$ cat config.mk
export PLATFORM = sky130hd
export DESIGN_NAME = pry2oht_rr
export DESIGN_NICKNAME = d
export VERILOG_FILES = /design/src/rtl/pry2oht_pkg.sv /design/src/rtl/pry2oht_tree.sv /design/src/rtl/pry2oht_rr.sv
export SDC_FILE = /design/constraint.sdc
export NUM_CORES = 1
export LEC_CHECK = 0
export CELL_PAD_IN_SITES_DETAIL_PLACEMENT = 1
export CELL_PAD_IN_SITES_GLOBAL_PLACEMENT = 1
export CORE_ASPECT_RATIO = 0.75
export CORE_MARGIN = 2
export CORE_UTILIZATION = 38
export CTS_BUF_LIST = sky130_fd_sc_hd__clkbuf_4 sky130_fd_sc_hd__clkbuf_8 sky130_fd_sc_hd__clkbuf_16
export DETAILED_ROUTE_END_ITERATION = 6
export PLACE_DENSITY = 0.77
export SLEW_MARGIN = 20
export SYNTH_ARGS = -nofsm -noshare
export SYNTH_HDL_FRONTEND = slang
export SYNTH_SLANG_ARGS = --single-unit
$ cat constraint.sdc
create_clock -name clk -period 3 [get_ports clk]
set_clock_uncertainty 0.1 [all_clocks]
set_input_delay 0.3 -clock clk [delete_from_list [all_inputs] [get_ports clk]]
set_output_delay 0.3 -clock clk [all_outputs]
set_load 0.02 [all_outputs]
$ cat src/rtl/pry2oht_pkg.sv
// Shared constants, FSM state type and one-hot helper functions for the
// pry2oht arbiter family.
package pry2oht_pkg;

   localparam logic DIR_LSB = 1'b0;
   localparam logic DIR_MSB = 1'b1;

   // Helper functions operate on a fixed maximum width; callers size-cast.
   localparam int MAX_W = 64;

   typedef enum logic {IDLE, GRANT} state_t;

   // One-hot to binary index; shifts instead of variable bit selects.
   function automatic int oht2idx(input logic [MAX_W-1:0] oht);
      logic [MAX_W-1:0] tmp;
      int               idx;
      tmp = oht;
      idx = 0;
      for (int i = 0; i < MAX_W; i++) begin
         if (tmp[0]) idx = idx | i;
         tmp = tmp >> 1;
      end
      return idx;
   endfunction

   // One-hot grant k to the rotating priority mask. LSB: bits above k set.
   // MSB: bits below k set. The end bit yields all-zero, which hands
   // selection to the unmasked path (wrap-around).
   function automatic logic [MAX_W-1:0] oht2msk(input logic [MAX_W-1:0] oht,
                                                input logic             dir);
      if (dir == DIR_LSB) return ~((oht << 1) - MAX_W'(1));
      else                return oht - MAX_W'(1);
   endfunction

endpackage

$ cat src/rtl/pry2oht_tree.sv
// Priority-to-one-hot converter. IMPLEMENTATION 0 is a two-level tree
// (groups of SPLIT bits, then a bit within the winning group);
// any other value is a flat ripple chain. DIRECTION picks the winning end.
module pry2oht_tree
   import pry2oht_pkg::*;
#(
   parameter int   WIDTH          = 8,
   parameter int   SPLIT          = 2,
   parameter logic DIRECTION      = DIR_LSB,
   parameter int   IMPLEMENTATION = 0
) (
   input  logic [WIDTH-1:0] pry,
   output logic [WIDTH-1:0] oht
);

   if (IMPLEMENTATION == 0) begin : g_tree
      localparam int NG = WIDTH / SPLIT;
      logic [NG-1:0]    grp_any, grp_lo, grp_hi, grp_sel;
      logic [WIDTH-1:0] bit_lo, bit_hi;

      for (genvar g = 0; g < NG; g++) begin : g_grp
         assign grp_any[g] = |pry[g*SPLIT +: SPLIT];
         // grp_lo/grp_hi: any request in a group strictly below/above g
         if (g == 0) begin : g_lo0
            assign grp_lo[g] = 1'b0;
         end else begin : g_lon
            assign grp_lo[g] = grp_lo[g-1] | grp_any[g-1];
         end
         if (g == NG-1) begin : g_hi0
            assign grp_hi[g] = 1'b0;
         end else begin : g_hin
            assign grp_hi[g] = grp_hi[g+1] | grp_any[g+1];
         end
         assign grp_sel[g] = grp_any[g] &
                             ~((DIRECTION == DIR_LSB) ? grp_lo[g] : grp_hi[g]);

         for (genvar t = 0; t < SPLIT; t++) begin : g_bit
            localparam int B = g*SPLIT + t;
            // in-group chains restart at each group boundary
            if (t == 0) begin : g_blo0
               assign bit_lo[B] = 1'b0;
            end else begin : g_blon
               assign bit_lo[B] = bit_lo[B-1] | pry[B-1];
            end
            if (t == SPLIT-1) begin : g_bhi0
               assign bit_hi[B] = 1'b0;
            end else begin : g_bhin
               assign bit_hi[B] = bit_hi[B+1] | pry[B+1];
            end
            assign oht[B] = grp_sel[g] & pry[B] &
                            ~((DIRECTION == DIR_LSB) ? bit_lo[B] : bit_hi[B]);
         end
      end
   end else begin : g_flat
      logic [WIDTH-1:0] lo, hi;
      for (genvar i = 0; i < WIDTH; i++) begin : g_bit
         if (i == 0) begin : g_lo0
            assign lo[i] = 1'b0;
         end else begin : g_lon
            assign lo[i] = lo[i-1] | pry[i-1];
         end
         if (i == WIDTH-1) begin : g_hi0
            assign hi[i] = 1'b0;
         end else begin : g_hin
            assign hi[i] = hi[i+1] | pry[i+1];
         end
         assign oht[i] = pry[i] & ~((DIRECTION == DIR_LSB) ? lo[i] : hi[i]);
      end
   end

endmodule

$ cat src/rtl/pry2oht_rr.sv
// Registered round-robin arbiter: rotating priority mask, valid/ready grant
// handshake and optional multi-beat grant locking. Supports WIDTH up to MAX_W.
module pry2oht_rr
   import pry2oht_pkg::*;
#(
   parameter  int   WIDTH          = 8,
   parameter  int   SPLIT          = 2,
   parameter  logic DIRECTION      = DIR_LSB,
   parameter  int   IMPLEMENTATION = 0,
   parameter  logic LOCK           = 1'b0,
   localparam int   WIDTH_LOG      = $clog2(WIDTH)
) (
   input  logic                 clk,
   input  logic                 rst,
   input  logic [WIDTH-1:0]     req,
   output logic [WIDTH-1:0]     gnt,
   output logic                 gnt_vld,
   input  logic                 gnt_rdy,
   input  logic                 lst,
   output logic [WIDTH_LOG-1:0] gnt_idx
);

   state_t           state;
   logic [WIDTH-1:0] msk, msk_nxt, req_msk, sel_msk, sel_raw, sel;
   logic             rel;

   // A release updates the mask in the same cycle, so the follow-on grant
   // is chosen from the post-release mask with no bubble.
   assign rel     = (state == GRANT) && gnt_rdy && (!LOCK || lst);
   assign msk_nxt = rel ? WIDTH'(oht2msk(MAX_W'(gnt), DIRECTION)) : msk;
   assign req_msk = req & msk_nxt;
   assign sel     = (|req_msk) ? sel_msk : sel_raw;

   pry2oht_tree #(
      .WIDTH(WIDTH), .SPLIT(SPLIT), .DIRECTION(DIRECTION),
      .IMPLEMENTATION(IMPLEMENTATION)
   ) u_tree_msk (
      .pry(req_msk),
      .oht(sel_msk)
   );

   pry2oht_tree #(
      .WIDTH(WIDTH), .SPLIT(SPLIT), .DIRECTION(DIRECTION),
      .IMPLEMENTATION(IMPLEMENTATION)
   ) u_tree_raw (
      .pry(req),
      .oht(sel_raw)
   );

   // Grant FSM: issue from IDLE, hold in GRANT until release, then chain or idle.
   always_ff @(posedge clk) begin
      if (rst) begin
         state   <= IDLE;
         gnt     <= '0;
         gnt_vld <= 1'b0;
         gnt_idx <= '0;
         msk     <= '1;
      end else begin
         case (state)
            IDLE: begin
               if (|req) begin
                  gnt     <= sel;
                  gnt_idx <= WIDTH_LOG'(oht2idx(MAX_W'(sel)));
                  gnt_vld <= 1'b1;
                  state   <= GRANT;
               end
            end
            GRANT: begin
               if (rel) begin
                  msk <= msk_nxt;
                  if (|sel) begin
                     gnt     <= sel;
                     gnt_idx <= WIDTH_LOG'(oht2idx(MAX_W'(sel)));
                  end else begin
                     gnt     <= '0;
                     gnt_idx <= '0;
                     gnt_vld <= 1'b0;
                     state   <= IDLE;
                  end
               end
            end
            default: state <= IDLE;
         endcase
      end
   end

endmodule

# After elaboration in Yosys (flattened, before gate mapping)
# Cells that the tools add are included.
dict set report word_totals {
  regBits 21
  inputBits 12
}
dict set report classes {
  addsub 1
  n_reduce_logical 15
  eq_ne 3
  bitwise 51
  mux 25
}
# cell n
set op_table {}
lappend op_table {{$mux W8} 5}
lappend op_table {{$and A1 B1 Y1} 30}
lappend op_table {{$reduce_or A8 Y1} 3}
lappend op_table {{$mux W3} 7}
lappend op_table {{$pmux W8 S2} 1}
lappend op_table {{$reduce_or A2 Y1} 8}
lappend op_table {{$not A1 Y1} 15}
lappend op_table {{$and A8 B8 Y8} 1}
lappend op_table {{$not A8 Y8} 1}
lappend op_table {{$sub A8 B1 Y8 const B} 1}
lappend op_table {{$mux W1} 7}
lappend op_table {{$pmux W3 S2} 1}
lappend op_table {{$mux W2} 2}
lappend op_table {{$ne A2 B2 Y1 const B} 2}
lappend op_table {{$or A1 B1 Y1} 4}
lappend op_table {{$pmux W1 S2} 2}
lappend op_table {{$reduce_and A2 Y1} 2}
lappend op_table {{$reduce_and A3 Y1} 1}
lappend op_table {{$ne A2 B1 Y1 const B} 1}
lappend op_table {{$logic_and A1 B1 Y1} 1}

# Logic depth before layout (Yosys ltp)
dict set report logic_depth {
  ltp_word 22
  ltp_mapped 8
  ltp_nobuf 8
}

# Hierarchy
# From an unflattened synthesis, not the netlist that was laid out.
dict set report hier_totals {
  cells_unflattened 178
  hier_area_um2 1514.0
}
# mod area_each_um2 n_inst seq_area_each_um2 cells_each
set by_module_without_submodules {}
lappend by_module_without_submodules {pry2oht_rr 1313.8 1 420.4 156}
lappend by_module_without_submodules {pry2oht_tree 100.1 2 0.0 11}

# Worst setup path before layout
# OpenSTA, ideal clock, no wires.
dict set report synth_timing {
  path_kind {reg2reg}
  startpoint {register gnt[0]}
  endpoint {register gnt_idx[1]}
  path_stages_with_launch 9
  path_slack_ns 0.346
  t_arrival_ns 2.463
  required_time_ns 2.809
  n_path_buf 0
  synth_period_minus_slack_ns 2.654
  path_cell_list {dfxtp_1 -> inv_1 -> ha_1 -> and3_4 -> o21ai_0 -> or3b_2 -> and2b_4 -> a21bo_1 -> a311oi_1}
}
dict set report synth_via {
  elab_chain_len 18
  elab_cells_between_ends 44
  classes_between {add/sub (1); mux (12); bitwise (25); reduce/logical (6)}
}
# item line_no
set synth_lines {}
lappend synth_lines {{from (decl)} pry2oht_rr.sv:16} ;# output logic [WIDTH-1:0] gnt,
lappend synth_lines {{from (signal assigned)} pry2oht_rr.sv:62} ;# gnt <= sel;
lappend synth_lines {{from (signal assigned)} pry2oht_rr.sv:72} ;# gnt <= sel;
lappend synth_lines {{$sub A8 B1 Y8 *} pry2oht_pkg.sv:31} ;# if (dir == DIR_LSB) return ~((oht << 1) - MAX_W'(1));
lappend synth_lines {{$not A8 Y8 *} pry2oht_pkg.sv:31}
lappend synth_lines {{$mux W8 *} pry2oht_rr.sv:30} ;# assign msk_nxt = rel ? WIDTH'(oht2msk(MAX_W'(gnt), DIRECTION)) : msk;
lappend synth_lines {{$and A8 B8 Y8 *} pry2oht_rr.sv:31} ;# assign req_msk = req & msk_nxt;
lappend synth_lines {{$reduce_or A2 Y1} pry2oht_tree.sv:22} ;# assign grp_any[g] = |pry[g*SPLIT +: SPLIT];
lappend synth_lines {{$not A1 Y1} pry2oht_tree.sv:35} ;# ~((DIRECTION == DIR_LSB) ? grp_lo[g] : grp_hi[g]);
lappend synth_lines {{$and A1 B1 Y1} pry2oht_tree.sv:34} ;# assign grp_sel[g] = grp_any[g] &
lappend synth_lines {{$and A1 B1 Y1} pry2oht_tree.sv:50} ;# assign oht[B] = grp_sel[g] & pry[B] &
lappend synth_lines {{$mux W8 *} pry2oht_rr.sv:32} ;# assign sel = (|req_msk) ? sel_msk : sel_raw;
lappend synth_lines {{$mux W2 or $mux W8 (tied branches)} {pry2oht_pkg.sv:20, pry2oht_rr.sv:32}}
lappend synth_lines {{$mux W2} pry2oht_pkg.sv:20} ;# if (tmp[0]) idx = idx | i;
lappend synth_lines {{$mux W3 (4 in a row)} pry2oht_pkg.sv:20}
lappend synth_lines {{$mux W3} pry2oht_rr.sv:71} ;# if (|sel) begin
lappend synth_lines {{$mux W3} pry2oht_rr.sv:69} ;# if (rel) begin
lappend synth_lines {{$pmux W3 S2 *} pry2oht_rr.sv:59} ;# case (state)
lappend synth_lines {{to (signal assigned)} pry2oht_rr.sv:63} ;# gnt_idx <= WIDTH_LOG'(oht2idx(MAX_W'(sel)));
lappend synth_lines {{to (signal assigned)} pry2oht_rr.sv:73} ;# gnt_idx <= WIDTH_LOG'(oht2idx(MAX_W'(sel)));
lappend synth_lines {{to (decl)} pry2oht_rr.sv:20} ;# output logic [WIDTH_LOG-1:0] gnt_idx
# Mark *: on every way between the ends. The rest lies on a longest branch, timed or not. The select of a mux whose other input is x is not followed.
# A chain may end at the register's enable or synchronous reset.

# Final worst setup path
dict set report layout_timing {
  startpoint {register gnt[1]}
  endpoint {register gnt_idx[1]}
}
dict set report layout_via {
  elab_chain_len 17
  elab_cells_between_ends 39
  classes_between {add/sub (1); mux (12); bitwise (21); reduce/logical (5)}
}
# item line_no
set layout_lines {}
lappend layout_lines {{$sub A8 B1 Y8 *} pry2oht_pkg.sv:31}
lappend layout_lines {{$not A8 Y8 *} pry2oht_pkg.sv:31}
lappend layout_lines {{$mux W8 *} pry2oht_rr.sv:30}
lappend layout_lines {{$and A8 B8 Y8 *} pry2oht_rr.sv:31}
lappend layout_lines {{$reduce_or A2 Y1} pry2oht_tree.sv:22}
lappend layout_lines {{$and A1 B1 Y1} pry2oht_tree.sv:34}
lappend layout_lines {{$and A1 B1 Y1} pry2oht_tree.sv:50}
lappend layout_lines {{$mux W8 *} pry2oht_rr.sv:32}
lappend layout_lines {{$mux W2 or $mux W8 (tied branches)} {pry2oht_pkg.sv:20, pry2oht_rr.sv:32}}
lappend layout_lines {{$mux W2} pry2oht_pkg.sv:20}
lappend layout_lines {{$mux W3 (4 in a row)} pry2oht_pkg.sv:20}
lappend layout_lines {{$mux W3} pry2oht_rr.sv:71}
lappend layout_lines {{$mux W3} pry2oht_rr.sv:69}
lappend layout_lines {{$pmux W3 S2 *} pry2oht_rr.sv:59}
# Marked as above.

==> metrics.md <==
| Metric | Value |
|---|---|
| Status | `finished, final reports clean` |
| Distinct cells, synth | `50` |
| Initial Util | `39.35%` |
| DRC viols | `0` |
| CTS tree | `done` |
| Most common flop cell mapped by yosys | `dfxtp_1` |
| Sum of negative setup slack | `0 ns` |
| Element type at the critical path start | `flip-flop` |
| Overflow after GRT | `0` |
| Initial antenna violation count | `0` |
| RePlAce Congestion | `0.9662` |
| Clock latency on the worst-skew pair | `0.27 ns` |
| Pre-Repair DR Iteration Count | `4` |
| Leak Pwr | `0.6130 nW` |
| Post-synth EDFFs | `0` |
| Fill count | `390` |
| Die Span X | `71.15 µm` |
| Detail Placement HPWL | `2.956 mm` |
| Worst EP required | `3.06 ns` |
| WS Path Type | `reg2reg` |
| WL/cell | `17.10 µm` |
| Pin count of the biggest net entering global routing | `22` |
| Worst-path cell chain | `inv_1 > ha_1 > and3_4 > o21ai_1 > or3b_2 > nor4b_1 > a31oi_1 > a311oi_1` |
| Main combinational cell family by area after synthesis | `compound AO/OA/AOI/OAI gates` |
| Slew Viols, Final | `0` |
| Crit Path Max Fanout | `6` |
| Clock sink count | `21` |
| Placed Instance Area | `0.001592 mm²` |
| Die ar. | `0.003867 mm²` |
| Reg2reg path depth | `8` |
| Worst hold slack | `0.3653 ns` |
| CTS HTree Levels | `1` |
| Peak supply drop | `0.2702 mV` |
| Ports | `24` |
| Minimum clock period | `2.827 ns` |
| Number of synthesis warnings | `0` |
| Clock Tree Root | `clkbuf_8` |
| Via density | `5.899` |
| Syn Area/Cell | `8.185 µm²` |
| Design Area, Final | `0.001639 mm²` |
| Starting DRT DRC Count | `90` |
| Seq/Total Area, Yosys | `32.72%` |
| Core area | `0.003266 mm²` |
| Critical Path Slowest Stage Cell | `or3b_2` |
| Adder-cell area share of the yosys netlist | `0.9737%` |
| CTS Buffer Depth | `2` |
| Via count | `1339` |
| Levels on crit path | `8` |
| Xor/xnor cell area share of the yosys netlist | `0.6816%` |
| Post-synthesis mux area share | `0%` |
| Post-layout net count | `201` |
| Synth-to-layout area growth | `27.56%` |
| Max capacitance violation total | `0` |
| Clk pin slew, worst setup/hold paths | `0.08 ns` |
| RSZ-0062 raised after global routing | `false` |
| Dominant cell type by area after synthesis | `dfxtp_1` |
| Buf/Inv on CP | `1` |
| Share of cells above drive strength 1 | `16.04%` |
| First-pass GRT wire length | `6.444 mm` |
| Worst slew margin relative to its limit | `49.65%` |
| Crit. End Element | `flip-flop` |
| Crit share post-route | `94.23%` |
| Synth area leaders | `dfxtp_1, nor2_1, a21oi_1` |
| Vias in the first global route | `1290` |
| Ant diodes | `0` |
| Final setup fails | `0` |
| Post-Syn Instances | `157` |
| Simple-gate share of the synthesized area | `28.14%` |
| CP max stage delay | `0.51 ns` |
| Gr usage total | `21.92%` |
| Post-synth net total | `170` |
| Synth Area in Compound Gates | `30.96%` |
| Fmax | `0.3537 GHz` |
| Row count | `18` |
| Synth async-reset ratio | `0%` |
| Worst Hold Path Cells | `2` |
| Num CTS Buffers | `3` |
| Least-Margin Pin Slew | `0.7528 ns` |
| Final hold violations | `0` |
| Synthesized area | `0.001285 mm²` |
| Top delay family on crit path | `simple AND/OR/NAND/NOR gates` |
| Routed Antenna Nets | `0` |
| Hold Path Class | `reg2reg` |
| PortBufs | `22` |
| Synth top area share | `32.72%` |
| Arrival time worst endpoint | `2.89 ns` |
| WL final | `3.881 mm` |
| PD cells | `443.4 mW/mm²` |
| Die H | `54.36 µm` |
| Flops & latches, synth | `21` |
-- final cells by class --
cell class / instances / area, µm² / share of cell area, %
Clock buffer: 3 / 41.29 / 2.519
Sequential cell: 21 / 421.7 / 25.73
Tap cell: 40 / 50.05 / 3.053
Multi-Input combinational cell: 120 / 780.7 / 47.63
Timing Repair Buffer: 34 / 310.3 / 18.93
Clock inverter: 1 / 5.005 / 0.3053
Inverter: 8 / 30.03 / 1.832
-- final timing paths --
kind / endpoint / start / slack, ns
max: gnt_idx[1]$_SDFFE_PP0P_ / gnt[1]$_SDFFE_PP0P_ / 0.17
min: gnt[7]$_SDFFE_PP0P_ / gnt[7]$_SDFFE_PP0P_ / 0.37
max reg2reg: gnt_idx[1]$_SDFFE_PP0P_ / gnt[1]$_SDFFE_PP0P_ / 0.17
min reg2reg: gnt[7]$_SDFFE_PP0P_ / gnt[7]$_SDFFE_PP0P_ / 0.37
-- cell usage after synthesis (2+ instances only) --
cell and count:
nand4_1 2, and3_1 2, dfxtp_1 21, a211o_1 2
and3_4 2, nor3_1 5, or2_2 2, o32ai_1 2
nand3_1 3, or3_1 3, a211oi_1 3, a31oi_1 6
o31a_1 2, a21oi_1 10, o31ai_1 2, nor2_1 17
a21boi_0 2, nand2_1 11, nor2b_1 2, buf_6 3
nor4_1 2, inv_1 8, o22ai_1 2, o21ai_0 8
a311oi_1 4, a21o_1 2, a221oi_1 2, nor4b_1 2
clkbuf_1 4
-- what timing repair did --
item / 4_1_cts / 5_1_grt
setup endpoints to repair: 0 / 3
setup buffers: 0 / 0
gates resized for setup: 0 / 2
hold buffers: 0 / 0
-- layer usage --
metal | vias to the layer above | share of wire, % | global-route usage (%)
li1 | 655 | - | -
met1 | 646 | 52 | 31.47
met2 | 34 | 42 | 34.41
met3 | 4 | 4.6 | 3.867
met4 | 0 | 0.75 | 5.346
met5 | - | 0 | 0
-- kinds of logic after synthesis --
family	count (synthesis)
and+or+nand+nor	63
AOI/OAI and AO/OA	55
DFF	21
buffers and inverters	16
xor gates and xnor gates	1
adders and majority gates	1
-- placed cells by master (no fill, tap or decap), drive strengths merged, types with 5 or more instances in the layout --
cell and n:
buf 12, a31oi 6, a21oi 10, nor2 17, clkdlybuf4s50 22, dfxtp 21
nor3 5, inv 8, nand2 11, o21ai 9
-- where the power goes --
part / switching, mW / internal [mW] / total [mW]
logic: 0.115 / 0.101 / 0.216
registers: 0.0201 / 0.299 / 0.319
clock network: 0.0988 / 0.0928 / 0.192
total: 0.234 / 0.493 / 0.727
-- tightest hold or removal path, stage by stage, from the launching register on --
cell     delay, ns
dfxtp_1       0.31
nand2_1       0.06
a21oi_1       0.05
-- registers in the layout (all words and copies together) (netlist names) --
register,flops
gnt,8
msk,8
gnt_idx,3
gnt_vld,1
state,1
-- stage by stage --
step           power, mW  setup WS [ns]  util, %  cells
2_1_floorplan     0.4527         0.3461        -    157
3_3_place_gp      0.5315         0.1601    48.74    223
3_5_place_dp      0.5392        0.04608    48.74    223
4_1_cts           0.7317        0.06378    50.15    227
5_1_grt           0.7684       0.009649    50.19    227
6_report          0.7268         0.1731    50.19    227
(Power assumes the default switching activity.)
